==> config.mk <==
export PLATFORM = sky130hd
export DESIGN_NAME = piton_core_wake_ctrl_flat
export DESIGN_NICKNAME = d
export VERILOG_FILES = /design/src/rtl/piton_core_wake_if.sv /design/src/rtl/piton_core_wake_ctrl.sv /design/src/flat_wrapper.sv
export SDC_FILE = /design/constraint.sdc
export NUM_CORES = 1
export LEC_CHECK = 0
export BUFFER_PORTS_ARGS = -buffer_cell sky130_fd_sc_hd__buf_4
export CORE_ASPECT_RATIO = 1.4
export CORE_MARGIN = 5
export CORE_UTILIZATION = 25
export DETAILED_ROUTE_END_ITERATION = 16
export PLACE_DENSITY = 0.52
export SLEW_MARGIN = 20
export SYNTH_ARGS = -nofsm -noshare
export SYNTH_HDL_FRONTEND = slang
export SYNTH_SLANG_ARGS = --single-unit
export TNS_END_PERCENT = 5
==> constraint.sdc <==
create_clock -name clk_i -period 5 [get_ports clk_i]
set_clock_uncertainty 0.05 [all_clocks]
set_input_delay 0 -clock clk_i [delete_from_list [all_inputs] [get_ports clk_i]]
set_output_delay 0 -clock clk_i [all_outputs]
set_load 0.03 [all_outputs]
==> src/rtl/piton_core_wake_if.sv <==
// rtl/piton_core_wake_if.sv - L1.5 interrupt packet handshake bundle
interface piton_core_wake_if;
    logic       pkt_valid;
    logic       pkt_ready;
    logic [1:0] pkt_type;
    logic [7:0] pkt_data;

    modport master (output pkt_valid, pkt_type, pkt_data, input pkt_ready);
    modport slave  (input pkt_valid, pkt_type, pkt_data, output pkt_ready);
endinterface

==> src/rtl/piton_core_wake_ctrl.sv <==
// rtl/piton_core_wake_ctrl.sv - core bring-up, IPI and debug-request sequencer (option: PITON_CORE_AUTOWAKE_EN)
module piton_core_wake_ctrl #(
    parameter int unsigned InitCycles = 32768,
    parameter int unsigned HoldCycles = 16
) (
    input  logic                clk_i,
    input  logic                reset_l,
    piton_core_wake_if.slave    pkt,
    output logic                core_rst_no,
    output logic                ipi_o,
    output logic                debug_req_o,
    output logic [1:0]          state_o
);
    localparam int unsigned MaxCycles = (InitCycles > HoldCycles) ? InitCycles : HoldCycles;
    localparam int unsigned CntW      = $clog2(MaxCycles) + 1;
    localparam logic [CntW-1:0] InitLast = CntW'(InitCycles - 1);
    localparam logic [CntW-1:0] HoldLast = CntW'(HoldCycles - 1);

    typedef enum logic [1:0] {
        INIT      = 2'd0,
        WAIT_WAKE = 2'd1,
        RUN       = 2'd2,
        HOLD      = 2'd3
    } state_e;

    localparam logic [1:0] PKT_RESET   = 2'd0;
    localparam logic [1:0] PKT_IPI_SET = 2'd1;
    localparam logic [1:0] PKT_IPI_CLR = 2'd2;
    localparam logic [1:0] PKT_DEBUG   = 2'd3;

    state_e          state_q, state_d;
    logic [CntW-1:0] cnt_q, cnt_d;
    logic            ready_q, ready_d;
    logic            core_rst_q, core_rst_d;
    logic            ipi_q, ipi_d;
    logic            dbg_q, dbg_d;
    logic            accept;
    logic            arg;
    logic            unused_data;

    assign accept      = pkt.pkt_valid & ready_q;
    assign arg         = pkt.pkt_data[0];
    assign unused_data = ^pkt.pkt_data[7:1];

    always_comb begin
        state_d    = state_q;
        cnt_d      = cnt_q;
        core_rst_d = core_rst_q;
        ipi_d      = ipi_q;
        dbg_d      = dbg_q;
        case (state_q)
            INIT: begin
                if (cnt_q == InitLast) begin
                    cnt_d = '0;
`ifdef PITON_CORE_AUTOWAKE_EN
                    state_d = RUN;
`else
                    state_d = WAIT_WAKE;
`endif
                end else begin
                    cnt_d = cnt_q + 1'b1;
                end
            end
            WAIT_WAKE: begin
                // Anything other than an explicit wake is consumed and discarded.
                if (accept && pkt.pkt_type == PKT_RESET && !arg) begin
                    state_d = RUN;
                end
            end
            RUN: begin
                core_rst_d = 1'b1;
                if (accept) begin
                    case (pkt.pkt_type)
                        PKT_IPI_SET: ipi_d = 1'b1;
                        PKT_IPI_CLR: ipi_d = 1'b0;
                        PKT_DEBUG:   dbg_d = arg;
                        PKT_RESET: begin
                            if (arg) begin
                                state_d    = HOLD;
                                core_rst_d = 1'b0;
                                ipi_d      = 1'b0;
                                dbg_d      = 1'b0;
                                cnt_d      = '0;
                            end
                        end
                    endcase
                end
            end
            HOLD: begin
                if (cnt_q == HoldLast) begin
                    state_d = RUN;
                    cnt_d   = '0;
                end else begin
                    cnt_d = cnt_q + 1'b1;
                end
            end
        endcase
        // Ready is registered alongside the state so it never looks at pkt_valid.
        ready_d = (state_d == WAIT_WAKE) || (state_d == RUN);
    end

    always_ff @(posedge clk_i or negedge reset_l) begin
        if (!reset_l) begin
            state_q    <= INIT;
            cnt_q      <= '0;
            ready_q    <= 1'b0;
            core_rst_q <= 1'b0;
            ipi_q      <= 1'b0;
            dbg_q      <= 1'b0;
        end else begin
            state_q    <= state_d;
            cnt_q      <= cnt_d;
            ready_q    <= ready_d;
            core_rst_q <= core_rst_d;
            ipi_q      <= ipi_d;
            dbg_q      <= dbg_d;
        end
    end

    assign pkt.pkt_ready = ready_q;
    assign core_rst_no   = core_rst_q;
    assign ipi_o         = ipi_q;
    assign debug_req_o   = dbg_q;
    assign state_o       = state_q;
endmodule

==> src/flat_wrapper.sv <==
// flat-port wrapper written by rule: the top's interface ports become plain ports
module piton_core_wake_ctrl_flat 
#(
    parameter int unsigned InitCycles = 32768,
    parameter int unsigned HoldCycles = 16
)
  (clk_i, reset_l, core_rst_no, ipi_o, debug_req_o, state_o, pkt_pkt_valid, pkt_pkt_type, pkt_pkt_data, pkt_pkt_ready);
  piton_core_wake_if pkt_i ();
  input  logic clk_i;
  input  logic reset_l;
  output logic core_rst_no;
  output logic ipi_o;
  output logic debug_req_o;
  output logic [1:0] state_o;
  input wire logic [$bits(pkt_i.pkt_valid)-1:0] pkt_pkt_valid;
  input wire logic [$bits(pkt_i.pkt_type)-1:0] pkt_pkt_type;
  input wire logic [$bits(pkt_i.pkt_data)-1:0] pkt_pkt_data;
  output wire logic [$bits(pkt_i.pkt_ready)-1:0] pkt_pkt_ready;
  assign pkt_i.pkt_valid = pkt_pkt_valid;
  assign pkt_i.pkt_type = pkt_pkt_type;
  assign pkt_i.pkt_data = pkt_pkt_data;
  assign pkt_pkt_ready = pkt_i.pkt_ready;
  piton_core_wake_ctrl #(.InitCycles(InitCycles), .HoldCycles(HoldCycles)) u_core (.clk_i(clk_i), .reset_l(reset_l), .pkt(pkt_i), .core_rst_no(core_rst_no), .ipi_o(ipi_o), .debug_req_o(debug_req_o), .state_o(state_o));
endmodule
==> flow_summary.toml, run 1 <==
[clock_tree]
cts.htree.levels = 1
cts-root-buf = "clkbuf_8"
postCtsSetupRepairBufs = 0
cts_resized = 0
numClockSinks = 22
cts_buffers = 3
cts_tree = "yes"
clk_pin_slew_ps = 80
clk_latency_ps = 260
clock_path_buffers = 2

[timing]
worstMarginPinSlew_ps = 881
hold_ws_ps = 19.6
max_freq_mhz = 467
finalSetupViolations = 0
post-route-period-util_pct = 42.9
slew_headroom_pct = 41.3
hold_viol = 0
grt_setup_unrepaired = "false"
layout_min_cycle_time_ps = 2140
slew_violations = 0
setup_tns_ps = 0

[synthesis]
ys_types = 36
syn_area_per_cell_um2 = 9.29
synth-seq-area-share_pct = 43.3
syn_nets = 154
yosys_warnings = 0
synth_top_cell_by_area = "dfrtp_1"
synth_top_area_share_pct = 43.3
netlist_instances = 137
syn-cell-area_um2 = 1270
synthTopCellsByArea = "dfrtp_1 43%, a31oi_1 4.4%, ha_1 3.9%"
yosys_register_bits = 22

[place]
place.gp.congestion = 0.857
placed_area_um2 = 1410
io_buffers = 11
dp_hpwl_um = 2140

[global_routing]
grt_pass1_vias = 1007
grt_overflow = 0
grt_max_degree = 23
track_usage_pct = 9.03
antenna_found_initial = 0
grt_pass1_wl_um = 4910

[power]
ir_drop_mv = 0.194
p_leak_uw = 0.000654
p_clk_share_pct = 18.2
power_report.internal_total_uw = 388
power_frac_seq_pct = 38.1
combPwrFrac_pct = 43.7
power_density_nw_per_um2 = 478
fin_total_pwr_uw = 704
p_sw_uw = 317
sw_frac_of_total_pct = 45.0

[layout]
final_area_um2 = 1470
drive_above_1_share_pct = 14.1
fin_util_pct = 30.2
final_cell_mix = "22 x dfrtp_1, 11 x nand2_1, 11 x buf_4, 9 x a31oi_1, 9 x nor2_1"
final_common_cell = "dfrtp_1"
syn_to_final_growth_pct = 15.8
num_antenna_cells = 0
final_nets = 167

[routing]
drc_errors = 0
avgViaCountPerCell = 5.06
drtIter0Drc = 55
drtAntennaViolNets = 0
wl_per_cell_um = 13.6
drt_pass1_iterations = 4
drt-total-wl_um = 2900
via_count = 1078

[die]
ios = 19
coreArea_um2 = 4880
die_w_um = 70.3
die_y_um = 94.4
die-area_um2 = 6640
start_util_pct = 26.1
rows = 30

[setup_path]
required_ps = 5120
rrSetupSlack_ps = 2860
path_class = "reg -> reg"
crit_path_max_fanout = 11
cp-start-kind = "flip-flop"
arrival_ps = 2260
worstSetupEndpointType = "flip-flop"

[worst_hold_path]
hold_class = "in -> reg"

[job]
maxCapViolCount = 0

[outcome]
status = "complete, no violations"
-- logic make-up after synthesis --
| kind of cell | synth area share (%) |
|---|---|
| simple gates | 30.8 |
| compound gates | 17.8 |
| buf+inv | 3.54 |
| fa+ha+maj | 3.93 |
| flops | 43.3 |
| xor+xnor | 0.688 |
-- layer usage --
metal	wire length, µm	up-vias	global-route usage (%)	part of all wire (%)
met2	1440	27	15.2	50
met4	25	0	3.19	0.86
met5	0	-	0	0
li1	-	540	-	-
met1	1320	509	11.6	46
met3	112	2	1.49	3.9
-- layout make-up --
cell class	instances	area, µm²
tap	64	80.1
fill	544	3410
timing repair buffer	12	92.6
multi-input combinational	106	677
clock buffer	4	55.1
sequential	22	551
inverter	5	18.8
-- repair_timing --
| action | in CTS | in global routing |
|---|---|---|
| hold buffers | 1 | 0 |
| endpoints found under the setup margin | 0 | 0 |
| hold endpoints to repair | 22 | 0 |
-- synthesized netlist by cell type --
master and number:
a41oi_1 1, and4_1 3, and3b_1 1, xor2_1 1, nand4_1 5, nand3_2 1
nand4_2 1, and2_1 3, o31ai_1 5, nand4b_1 1, nor2_2 1, dfrtp_1 22
ha_1 4, nor4_1 3, nor2b_1 5, o22ai_1 1, nor2_1 9, nand3_1 6
nor3_1 4, o21ai_2 1, a22o_1 1, a31oi_1 9, buf_2 3, buf_6 1
nand2_1 11, nand3b_1 2, a21o_1 2, inv_1 5, nand2_2 1, nor4_4 1
and3_1 6, a41o_1 2, a21oi_1 6, nand2b_1 1, o21ai_0 7, and2b_1 1
-- final timing paths --
check | to | depth (start not counted) | startpoint
hold reg to reg | u_core.debug_req_o | 2 | u_core.debug_req_o
min in group asynchronous | u_core.cnt_q[0] | 2 | reset_l
setup reg to reg | u_core.cnt_q[13] | 4 | u_core.state_o[1]
max in group asynchronous | u_core.cnt_q[8] | 2 | reset_l
hold / removal | u_core.state_o[1] | 2 | pkt_pkt_valid
setup / recovery | u_core.cnt_q[13] | 4 | u_core.state_o[1]
-- power by group through the flow --
stage	clock network, µW	registers, µW	logic, µW
after floorplan	0	296	197
after global placement	0	269	307
after detailed placement	0	272	309
after CTS	132	268	310
after global routing	142	276	340
final	128	268	308
-- stage by stage --
stage                     setup slack (ps)  std cells
after floorplan                       3290        137
after global placement                2860        208
after detailed placement              2870        208
after CTS                             2840        213
after global routing                  2680        213
final                                 2860        213
-- critical path, stage by stage, from the launching register on --
cell and delay, ps:
dfrtp_1 490, and2b_1 260, a21oi_1 720, nand2_2 230
o31ai_1 300
-- flip-flops by register name, indices dropped and copies added, names as in the netlist --
register and cells:
u_core.state_o 2, u_core.debug_req_o 1, u_core.core_rst_no 1, u_core.ipi_o 1
u_core.pkt.pkt_ready 1, u_core.cnt_q 16
(Power assumes the default switching activity.)
==> run 2, diff against run 1 <==
Clock period 5 ns to 2.25 ns, I/O delays scaled along.
==> flow_summary.toml, run 2 (synthesized netlist as in run 1, its figures left out) <==
[power]
p_leak_uw = 0.000652
ir_drop_mv = 0.430
power_density_nw_per_um2 = 1060
fin_total_pwr_uw = 1550

[timing]
finalSetupViolations = 0
worstMarginPinSlew_ps = 820
grt_setup_unrepaired = "false"
slew_headroom_pct = 44.9
hold_viol = 0
layout_min_cycle_time_ps = 2050
post-route-period-util_pct = 91.2
slew_violations = 0
setup_tns_ps = 0
max_freq_mhz = 487

[clock_tree]
cts_resized = 0
cts-root-buf = "clkbuf_8"
numClockSinks = 22
clk_pin_slew_ps = 80
cts_buffers = 3
cts_tree = "yes"
cts.htree.levels = 1
clk_latency_ps = 260
clock_path_buffers = 2

[setup_path]
required_ps = 2390
critPathLaunch = "u_core.cnt_q[0]"
slowest_delay_ps = 670
r2r_start = "u_core.cnt_q[0]"
worstSetupEndpointType = "flip-flop"
arrival_ps = 2190
cp_slowest_cell = "o31ai_1"
path_delay_family = "compound AO/OA/AOI/OAI gates"
crit_path_cell_trace = "ha_1, nand3_2, nor4_4, o31ai_1, a41oi_1, nor2_1"
worst-path-buf-inv = 0
cp-start-kind = "flip-flop"
crit_path_max_fanout = 6
path_class = "reg -> reg"

[routing]
drtAntennaViolNets = 0
drt_pass1_iterations = 4
wl_per_cell_um = 14.3
drt-total-wl_um = 3040
drtIter0Drc = 29
drc_errors = 0
avgViaCountPerCell = 5.22
via_count = 1112

[die]
start_util_pct = 26.1
die_y_um = 94.4
coreArea_um2 = 4880
die_w_um = 70.3
rows = 30
die-area_um2 = 6640
ios = 19

[layout]
num_antenna_cells = 0
fill_cells = 534
final_cell_mix = "22 x dfrtp_1, 12 x buf_4, 11 x nand2_1, 9 x a31oi_1, 9 x nor2_1"
largest-register = "u_core.cnt_q"
largest_reg_flops = 16
final_area_um2 = 1470
drive_above_1_share_pct = 14.1
final_nets = 168
fin_util_pct = 30.1
syn_to_final_growth_pct = 15.3
final_common_cell = "dfrtp_1"

[place]
place.gp.congestion = 0.802
dp_hpwl_um = 2260
placed_area_um2 = 1420
io_buffers = 11

[global_routing]
grt_max_degree = 23
track_usage_pct = 9.78
grt_overflow = 0
grt_pass1_wl_um = 5290
antenna_found_initial = 0
grt_pass1_vias = 1147

[worst_hold_path]
hold_class = "in -> reg"
min_from = "pkt_pkt_valid"

[outcome]
status = "complete, no violations"

[job]
maxCapViolCount = 0
[run 2: repair_timing]
item	4_1_cts	5_1_grt
hold endpoints to repair	22	0
hold buffers	1	0
buffers inserted	0	0
[run 2: final cells by class]
| type | instances | area (µm²) | share of cell area (%) |
|---|---|---|---|
| Clock buffer | 3 | 41.3 | 2.81 |
| Inverter | 5 | 18.8 | 1.28 |
| Multi-Input combinational cell | 106 | 677 | 46.1 |
| Sequential cell | 22 | 551 | 37.5 |
| Tap cell | 64 | 80.1 | 5.46 |
| Timing Repair Buffer | 13 | 100 | 6.82 |
[run 2: path summary, 6_finish.rpt]
path	end	slack, ps	depth (start not counted)
min in group asynchronous	u_core.cnt_q[14]	110	2
max in group asynchronous	u_core.state_o[1]	1820	2
worst min-delay path	u_core.state_o[1]	10	2
worst max-delay path	u_core.cnt_q[3]	200	6
worst min register to register	u_core.core_rst_no	460	2
worst max register to register	u_core.cnt_q[3]	200	6
[run 2: report_power, final]
part / internal [µW] / switching (µW) / total, µW
Clock: 119 / 121 / 241
Sequential: 478 / 123 / 601
Combinational: 244 / 463 / 708
[run 2: layer usage]
| layer | up-vias | share of wire [%] | track usage, % |
|---|---|---|---|
| met2 | 19 | 50 | 17.2 |
| met4 | 0 | 0.82 | 3.67 |
| met5 | - | 0 | 0 |
| met1 | 552 | 45 | 11.8 |
| li1 | 539 | - | - |
| met3 | 2 | 3.9 | 1.81 |
[run 2: metrics by stage]
step                      setup WS (ps)  instances  hold WS [ps]
after floorplan                     543        137          -346
after global routing               72.8        213          20.9
after detailed placement            218        209          -140
after global placement              237        209          -144
final                               197        213          13.1
after CTS                           200        213          13.3
